===== config.mk =====
export PLATFORM = sky130hd
export DESIGN_NAME = fetch_unit_flat
export DESIGN_NICKNAME = d
export VERILOG_FILES = /design/src/rtl/fetch_pkg.sv /design/src/rtl/fetch_if.sv /design/src/rtl/fetch_skid.sv /design/src/rtl/fetch_unit.sv /design/src/flat_wrapper.sv
export SDC_FILE = /design/constraint.sdc
export NUM_CORES = 1
export LEC_CHECK = 0
export ABC_AREA = 0
export BUFFER_PORTS_ARGS = -buffer_cell sky130_fd_sc_hd__buf_2
export CORE_MARGIN = 10
export CORE_UTILIZATION = 30
export CTS_CLUSTER_DIAMETER = 50
export DETAILED_ROUTE_END_ITERATION = 6
export HOLD_SLACK_MARGIN = 0.06
export PLACE_DENSITY = 0.53
export SYNTH_ARGS = -nofsm -noshare
export SYNTH_HDL_FRONTEND = slang
export SYNTH_SLANG_ARGS = --single-unit

===== constraint.sdc =====
create_clock -name clk -period 10.75 [get_ports clk]
set_clock_uncertainty 0.1 [all_clocks]
set_input_delay 2.15 -clock clk [delete_from_list [all_inputs] [get_ports clk]]
set_output_delay 2.15 -clock clk [all_outputs]
set_load 0.03 [all_outputs]

===== src/rtl/fetch_pkg.sv =====
// Shared types and constants for the instruction fetch front-end.
//   fetch_state_e : fetch FSM states (issue / wait / hold / drop-stale)
//   PC_INC        : byte stride between sequential instructions
//   DEF_RESET_PC  : default reset program counter
package fetch_pkg;
  typedef enum logic [1:0] {ST_REQ, ST_WAIT, ST_HOLD, ST_DROP} fetch_state_e;
  localparam int          PC_INC       = 4;
  localparam logic [31:0] DEF_RESET_PC = 32'h0;
endpackage


===== src/rtl/fetch_if.sv =====
// Instruction-memory request/response bus.
//   master (fetch side): drives imem_req_valid/imem_addr, receives ready and response
//   slave  (memory side): the mirror image
interface fetch_if #(
  parameter int ADDR_W  = 32,
  parameter int INSTR_W = 32
);
  logic               imem_req_valid;
  logic               imem_req_ready;
  logic [ADDR_W-1:0]  imem_addr;
  logic               imem_rsp_valid;
  logic [INSTR_W-1:0] imem_rsp_data;

  modport master (output imem_req_valid, imem_addr,
                  input  imem_req_ready, imem_rsp_valid, imem_rsp_data);
  modport slave  (input  imem_req_valid, imem_addr,
                  output imem_req_ready, imem_rsp_valid, imem_rsp_data);
endinterface


===== src/rtl/fetch_skid.sv =====
// One-entry holding buffer for a fetched (instr, pc) pair that arrives while
// the instruction register is still occupied.
//   load/in_*  : capture a new entry
//   unload     : entry moved out this cycle
//   clear      : drop the entry (redirect); wins over load/unload
//   valid/instr/pc : current entry
module fetch_skid #(
  parameter int ADDR_W  = 32,
  parameter int INSTR_W = 32
) (
  input  logic               clk,
  input  logic               rst,
  input  logic               load,
  input  logic               unload,
  input  logic               clear,
  input  logic [INSTR_W-1:0] in_instr,
  input  logic [ADDR_W-1:0]  in_pc,
  output logic               valid,
  output logic [INSTR_W-1:0] instr,
  output logic [ADDR_W-1:0]  pc
);
  always_ff @(posedge clk) begin
    if (rst || clear)  valid <= 1'b0;
    else if (load)     valid <= 1'b1;
    else if (unload)   valid <= 1'b0;
    // payload needs no reset: it is only observed while valid
    if (load) begin
      instr <= in_instr;
      pc    <= in_pc;
    end
  end
endmodule


===== src/rtl/fetch_unit.sv =====
// Instruction fetch front-end: owns the PC, keeps at most one memory request
// in flight, presents instructions to decode through a valid/stall register
// and retargets on a branch-resolution jump (pulsing flush the next cycle).
//   clk, rst          : clock, synchronous active-high reset
//   stall             : decode cannot accept this cycle
//   jump, jump_target : redirect request and target (low two bits ignored)
//   imem              : instruction-memory bus (master side)
//   if_valid/instr/pc : instruction register towards decode
//   flush             : one-cycle pulse the cycle after a jump
module fetch_unit
  import fetch_pkg::*;
#(
  parameter int                ADDR_W   = 32,
  parameter int                INSTR_W  = 32,
  parameter logic [ADDR_W-1:0] RESET_PC = ADDR_W'(DEF_RESET_PC)
) (
  input  logic               clk,
  input  logic               rst,
  input  logic               stall,
  input  logic               jump,
  input  logic [ADDR_W-1:0]  jump_target,
  fetch_if.master            imem,
  output logic               if_valid,
  output logic [INSTR_W-1:0] if_instr,
  output logic [ADDR_W-1:0]  if_pc,
  output logic               flush
);
  fetch_state_e       state, nxt;
  logic [ADDR_W-1:0]  pc, req_pc;
  logic               req_valid;
  logic               hs, rsp, ir_free;
  logic               ir_load, hold_load, hold_unload;
  logic               hold_valid;
  logic [INSTR_W-1:0] hold_instr;
  logic [ADDR_W-1:0]  hold_pc;

  assign hs          = req_valid && imem.imem_req_ready;
  assign rsp         = imem.imem_rsp_valid;
  assign ir_free     = !if_valid || !stall;
  assign ir_load     = (state == ST_WAIT) && rsp && ir_free && !jump;
  assign hold_load   = (state == ST_WAIT) && rsp && !ir_free && !jump;
  assign hold_unload = hold_valid && ir_free && !jump;

  assign imem.imem_req_valid = req_valid;
  assign imem.imem_addr      = pc;

  always_ff @(posedge clk) begin
    if (rst) state <= ST_REQ;
    else     state <= nxt;
  end

  always_comb begin
    nxt = state;
    case (state)
      ST_REQ:  if (jump)     nxt = hs ? ST_DROP : ST_REQ;
               else if (hs)  nxt = ST_WAIT;
      ST_WAIT: if (rsp)      nxt = (jump || ir_free) ? ST_REQ : ST_HOLD;
               else if (jump) nxt = ST_DROP;
      ST_HOLD: if (jump || ir_free) nxt = ST_REQ;
      // a stale response frees the bus even if another jump lands with it
      ST_DROP: if (rsp)      nxt = ST_REQ;
      default:               nxt = ST_REQ;
    endcase
  end

  always_ff @(posedge clk) begin
    if (rst) begin
      pc        <= RESET_PC;
      req_pc    <= '0;
      req_valid <= 1'b0;
      if_valid  <= 1'b0;
      if_instr  <= '0;
      if_pc     <= '0;
      flush     <= 1'b0;
    end else begin
      // request valid is a pure function of the next state, so it is low
      // for exactly the first cycle after reset
      req_valid <= (nxt == ST_REQ);
      flush     <= jump;
      if (jump) pc <= jump_target & ~ADDR_W'(3);
      else if (hs) begin
        pc     <= pc + ADDR_W'(PC_INC);
        req_pc <= pc;
      end
      if (jump)             if_valid <= 1'b0;
      else if (ir_load) begin
        if_valid <= 1'b1;
        if_instr <= imem.imem_rsp_data;
        if_pc    <= req_pc;
      end else if (hold_unload) begin
        if_valid <= 1'b1;
        if_instr <= hold_instr;
        if_pc    <= hold_pc;
      end else if (!stall)  if_valid <= 1'b0;
    end
  end

  fetch_skid #(.ADDR_W(ADDR_W), .INSTR_W(INSTR_W)) u_skid (
    .clk      (clk),
    .rst      (rst),
    .load     (hold_load),
    .unload   (hold_unload),
    .clear    (jump),
    .in_instr (imem.imem_rsp_data),
    .in_pc    (req_pc),
    .valid    (hold_valid),
    .instr    (hold_instr),
    .pc       (hold_pc)
  );
endmodule


===== src/flat_wrapper.sv =====
// flat-port wrapper written by rule: the top's interface ports become plain ports
module fetch_unit_flat import fetch_pkg::*;
#(
  parameter int                ADDR_W   = 32,
  parameter int                INSTR_W  = 32,
  parameter logic [ADDR_W-1:0] RESET_PC = ADDR_W'(DEF_RESET_PC)
)
  (clk, rst, stall, jump, jump_target, if_valid, if_instr, if_pc, flush, imem_imem_req_valid, imem_imem_addr, imem_imem_req_ready, imem_imem_rsp_valid, imem_imem_rsp_data);
  fetch_if #(.ADDR_W(ADDR_W), .INSTR_W(INSTR_W)) imem_i ();
  input  logic clk;
  input  logic rst;
  input  logic stall;
  input  logic jump;
  input  logic [ADDR_W-1:0] jump_target;
  output logic if_valid;
  output logic [INSTR_W-1:0] if_instr;
  output logic [ADDR_W-1:0] if_pc;
  output logic flush;
  output wire logic [$bits(imem_i.imem_req_valid)-1:0] imem_imem_req_valid;
  output wire logic [$bits(imem_i.imem_addr)-1:0] imem_imem_addr;
  input wire logic [$bits(imem_i.imem_req_ready)-1:0] imem_imem_req_ready;
  input wire logic [$bits(imem_i.imem_rsp_valid)-1:0] imem_imem_rsp_valid;
  input wire logic [$bits(imem_i.imem_rsp_data)-1:0] imem_imem_rsp_data;
  assign imem_imem_req_valid = imem_i.imem_req_valid;
  assign imem_imem_addr = imem_i.imem_addr;
  assign imem_i.imem_req_ready = imem_imem_req_ready;
  assign imem_i.imem_rsp_valid = imem_imem_rsp_valid;
  assign imem_i.imem_rsp_data = imem_imem_rsp_data;
  fetch_unit #(.ADDR_W(ADDR_W), .INSTR_W(INSTR_W), .RESET_PC(RESET_PC)) u_core (.clk(clk), .rst(rst), .stall(stall), .jump(jump), .jump_target(jump_target), .imem(imem_i), .if_valid(if_valid), .if_instr(if_instr), .if_pc(if_pc), .flush(flush));
endmodule

After elaboration in Yosys (flattened, before gate mapping):

Cells that the tools add are included.

* add/sub/neg operators: 1
* equal/unequal tests: 4
* mux-type cells: 20
* bitwise gates (word level): 1
* reductions and logical operators: 23

Operators by type and width (number)
* $mux W32: 6
* $add A32 B3 Y32 const B: 1
* $mux W2: 8
* $logic_and A1 B1 Y1: 8
* $pmux W2 S4: 1
* $reduce_bool A2 Y1: 3
* $mux W1: 5
* $eq A2 B2 Y1 const B: 2
* $logic_not A1 Y1: 4
* $logic_not A2 Y1: 2
* $reduce_and A2 Y1: 2
* $logic_or A1 B1 Y1: 3
* $ne A3 B1 Y1 const B: 1
* $eq A2 B1 Y1 const B: 1
* $reduce_or A2 Y1: 1
* $not A1 Y1: 1

* register bits: 198
* input port bits: 70
* word-level logic and storage cells: 61

Depth between registers and ports, before layout:

* word-level depth: 7
* depth in mapped cells: 7
* gate-level depth less buffers: 5

Modules after synthesis:

Synthesis repeated with hierarchy kept, for this count alone.

* cell total of the unflattened synthesis: 737
* area total of the unflattened synthesis: 7785.0 µm²

Modules (own cells, without submodules)
* fetch_unit: times used 1, cells each 669, area an instance 5818.1 µm², sequential area each 2582.5 µm²
* fetch_skid: times used 1, cells each 68, area an instance 1966.9 µm², sequential area each 1941.9 µm²

Least setup slack after synthesis:

OpenSTA, ideal clock, no wires.

* kind: input to register
* start point: input port jump
* end point: register u_core.u_skid.instr[0], enable pin
* library setup time: 0.558 ns
* arrival time: 6.992 ns
* data required time: 10.092 ns
* path slack: 3.100 ns
* cell stages on the path: 4
* cell sequence: clkbuf_1 > clkbuf_1 > clkbuf_1 > nor3_1

* longest elaborated chain between the ends: 2

Ends and longest elaborated chain
* from (decl): RTL line flat_wrapper.sv:13 `input logic jump;`
* $logic_not A1 Y1: RTL line fetch_unit.sv:41 `assign hold_load = (state == ST_WAIT) && rsp && !ir_free && !jump;`
* $logic_and A1 B1 Y1: RTL line fetch_unit.sv:41
* via u_core.hold_load: RTL line fetch_unit.sv:32 `logic ir_load, hold_load, hold_unload;`
* to (signal assigned): RTL line fetch_skid.sv:28 `instr <= in_instr;`
* to (decl): RTL line fetch_skid.sv:19 `output logic [INSTR_W-1:0] instr,`

The timed path passes the listed nets, and every way through them passes these cells.
A chain may end at the register's enable or synchronous reset.

Worst setup path after layout:

* start point: input port jump
* end point: register u_core.if_pc[12]

* longest elaborated chain between the ends: 4

Ends and longest elaborated chain
* $logic_not A1 Y1: RTL line fetch_unit.sv:40, fetch_unit.sv:42
* $logic_and A1 B1 Y1, on equally long branches: RTL line fetch_unit.sv:42, fetch_unit.sv:40
* $reduce_bool A2 Y1 (no line)
* $reduce_and A2 Y1 (no line)
* to (signal assigned): RTL line fetch_unit.sv:89 `if_pc <= req_pc;`
* to (signal assigned): RTL line fetch_unit.sv:93 `if_pc <= hold_pc;`
* to (decl): RTL line fetch_unit.sv:25 `output logic [ADDR_W-1:0] if_pc,`

Several ways; a longest one is shown, not always the timed one.

==> reports/qor.yml <==
criticalPathCategory: "in2reg"
critPathRequiredTime_ns: 11.01
syn_inst: 726
core_area_um2: 24320
grt_max_degree: 89
cts.hold.buffers_added: 0
power.density_nw_per_um2: 167.2
grt_pass1_vias: 6178
fin_crit_ns: 3.999
synth_top_family_by_area: "simple AND/OR/NAND/NOR gates"
synth_fa_ha_area_share_pct: 0.1685
initial_core_util_pct: 30.53
hpwl_mm: 15.87
fin_nets: 931
critPathMaxFanout: 44
vias: 6278
dieWidth_um: 177.3
syn_area_per_cell_um2: 10.23
crit_path_end_kind: "register"
die_h_um: 177.3
numPlacedInstances: 1165
post_cts_buffers: 0
cpPeakStageDelay_ns: 0.94
slew_violations: 0
yosys_warnings: 0
p_clk_share_pct: 42.4
p_int_mw: 1.111
critPathLaunchType: "primary input"
fin_tns_setup_ns: 0
io_buffers: 162
wl_per_cell_um: 20.09
yosysSeqAreaShare_pct: 59.59
peakVddDrop_v: 0.00007873
num_rows: 57
path_cells: "buf_2 -> buf_4 -> a21oi_2 -> and2_2 -> a222oi_1 -> nor2_1"
critPathArrivalTime_ns: 4.26
combPwrFrac_pct: 6.9
netlist_area_um2: 7425
hold_violations: 0
synthDistinctLibCells: 56
grt_usage_pct: 15.07
r2r_slack_ns: 8.21
p_leak_nw: 3.341
grt_pass1_wl_mm: 37.12
antenna_found_initial: 1
ctsResizeCount: 0
drt_wl_total_mm: 24.06
reg2reg_depth: 3
die_area_um2: 31440
hold_path.class: "reg2reg"
syn2layout_area_growth_pct: 22.46
gp_congestion: 0.8350
ys_seq_elements: 190
drt_first_iter_violations: 661
layout-drive-gt1-share_pct: 24.63
tritoncts: "yes"
grt_use_met2_pct: 23.56
overflow: 0
cts_root_buf: "clkbuf_16"
async_flop_share_pct: 0
synth_compound_area_share_pct: 15.72
power_frac_seq_pct: 50.8
status: "finished clean"
rsz0062_at_grt: "no"
switchingPower_uw: 409.5
synthXorXnorAreaFrac_pct: 1.298
io_pins: 169
htreeDepth: 4
synth_edf_count: 62
synth_mux_area_share_pct: 0.1348
worstMarginPinSlew_ns: 1.191
first_pass_iters: 6
setup_viol: 0
final_common_cell: "buf_2"
holdPathStages: 0
layout_common_cells: "161 x buf_2, 128 x dfxtp_1, 110 x nand2_1, 90 x nor2_1, 62 x edfxtp_1"
clk_path_buf_depth: 2
crit_slowest_cell: "and2_2"
cts_made_buffers: 17
cap_violations: 0
clock_sinks: 190
clk_latency_ns: 0.44
finalCritPeriodShare_pct: 37.20
slew_headroom_pct: 20.43
drc: 0
grtUsageMet3_pct: 3.634
clk_pin_slew_ns: 0.08
final_cells: 1198
grt.busiest_layer: "met2"
met1_usage_pct: 20.08
ys.flop_type: "dfxtp_1"
vias_per_cell: 5.240
antenna_left: 0
fmax_mhz: 250.1
switching_share_pct: 26.94
synth-simple-area-share_pct: 19.31
==> power by group through the flow <==
stage | combinational, mW | clock, mW | sequential [mW]
2_1_floorplan | 0.0452 | 0 | 0.801
3_3_place_gp | 0.105 | 0 | 0.788
3_5_place_dp | 0.106 | 0 | 0.789
4_1_cts | 0.106 | 0.658 | 0.772
5_1_grt | 0.114 | 0.688 | 0.775
6_report | 0.104 | 0.644 | 0.772
==> logic make-up (layout without fill, tap and decap cells) <==
| kind of cell | Yosys count | in the layout |
|---|---|---|
| and+or+nand+nor | 308 | 308 |
| DFF | 190 | 190 |
| AOI/OAI and AO/OA | 148 | 148 |
| xor gates and xnor gates | 11 | 11 |
| other | 1 | 5 |
| buffers and inverters | 66 | 210 |
| adders and majority gates | 1 | 1 |
| muxes | 1 | 1 |
==> synthesized netlist by cell type, types with 2 or more instances <==
master | count | share of area [%]
and4_1 | 3 | 0.35
buf_2 | 4 | 0.27
a2111oi_0 | 3 | 0.35
o31ai_1 | 4 | 0.40
or3_1 | 5 | 0.42
a31oi_1 | 2 | 0.17
o311a_1 | 2 | 0.27
xnor2_1 | 8 | 0.94
xor2_1 | 3 | 0.35
a211oi_1 | 11 | 1.1
a311oi_1 | 25 | 2.9
clkbuf_1 | 46 | 2.3
o21ai_0 | 4 | 0.27
and3_1 | 5 | 0.42
nand2b_1 | 2 | 0.17
dfxtp_1 | 128 | 35
or4_1 | 5 | 0.51
or4_4 | 2 | 0.30
nor3_1 | 10 | 0.67
nand2_1 | 110 | 5.6
a222oi_1 | 44 | 5.9
nand4_1 | 12 | 1.0
a41o_1 | 2 | 0.27
a21oi_1 | 39 | 2.6
nor2b_1 | 6 | 0.51
nor2_1 | 91 | 4.6
buf_1 | 3 | 0.15
buf_4 | 4 | 0.40
o211ai_1 | 3 | 0.30
edfxtp_1 | 62 | 25
a22oi_1 | 2 | 0.20
inv_1 | 6 | 0.30
nor4_1 | 11 | 0.93
and2_1 | 5 | 0.42
nand3_1 | 31 | 2.1
nand3b_1 | 2 | 0.20
nor3b_1 | 2 | 0.20
==> sequential cells by signal, summed over array words and instances (netlist names) <==
register	flops
u_core.u_skid.instr	32
u_core.u_skid.valid	1
u_core.u_skid.pc	30
u_core.state	2
u_core.imem.imem_req_valid	1
u_core.if_valid	1
u_core.imem.imem_addr	30
u_core.if_pc	30
u_core.req_pc	30
u_core.if_instr	32
u_core.flush	1
==> layer usage <==
metal	share of wire (%)	vias up
li1	-	2993
met1	46	3093
met2	47	167
met3	5.2	25
met4	1.6	0
met5	0	-
==> metrics by stage <==
stage	hold WS, ns	util (%)	worst slack, ns	instance area [µm²]	power [mW]
5_1_grt	0.3841	37.39	6.525	9092	1.577
2_1_floorplan	0.3289	-	3.100	7436	0.8466
4_1_cts	0.3654	37.38	6.708	9090	1.536
3_5_place_dp	0.3441	34.94	6.258	8497	0.8945
6_report	0.3663	37.39	6.751	9092	1.520
3_3_place_gp	0.3452	34.94	6.291	8497	0.8935
==> worst paths after layout <==
check,start,to
max,jump,u_core.if_pc[12]
min,u_core.req_pc[15],u_core.u_skid.pc[15]
max reg2reg,u_core.u_skid.valid,u_core.if_pc[31]
min reg2reg,u_core.req_pc[15],u_core.u_skid.pc[15]
==> area by class of cell <==
class,instances,area [µm²]
Fill cell,2463,15230
Sequential cell,190,4424
Multi-Input combinational cell,473,2760
Timing Repair Buffer,171,880.8
Clock buffer,19,454.2
Tap cell,324,405.4
Clock inverter,13,138.9
Inverter,7,26.28
Antenna cell,1,2.502
==> critical path, delay by kind of cell <==
kind	cells	cell delay, ns
buffers and inverters	2	0.35
AOI/OAI and AO/OA	2	0.66
and+or+nand+nor	2	1.08
No activity file was read; power rests on OpenSTA's default activity.
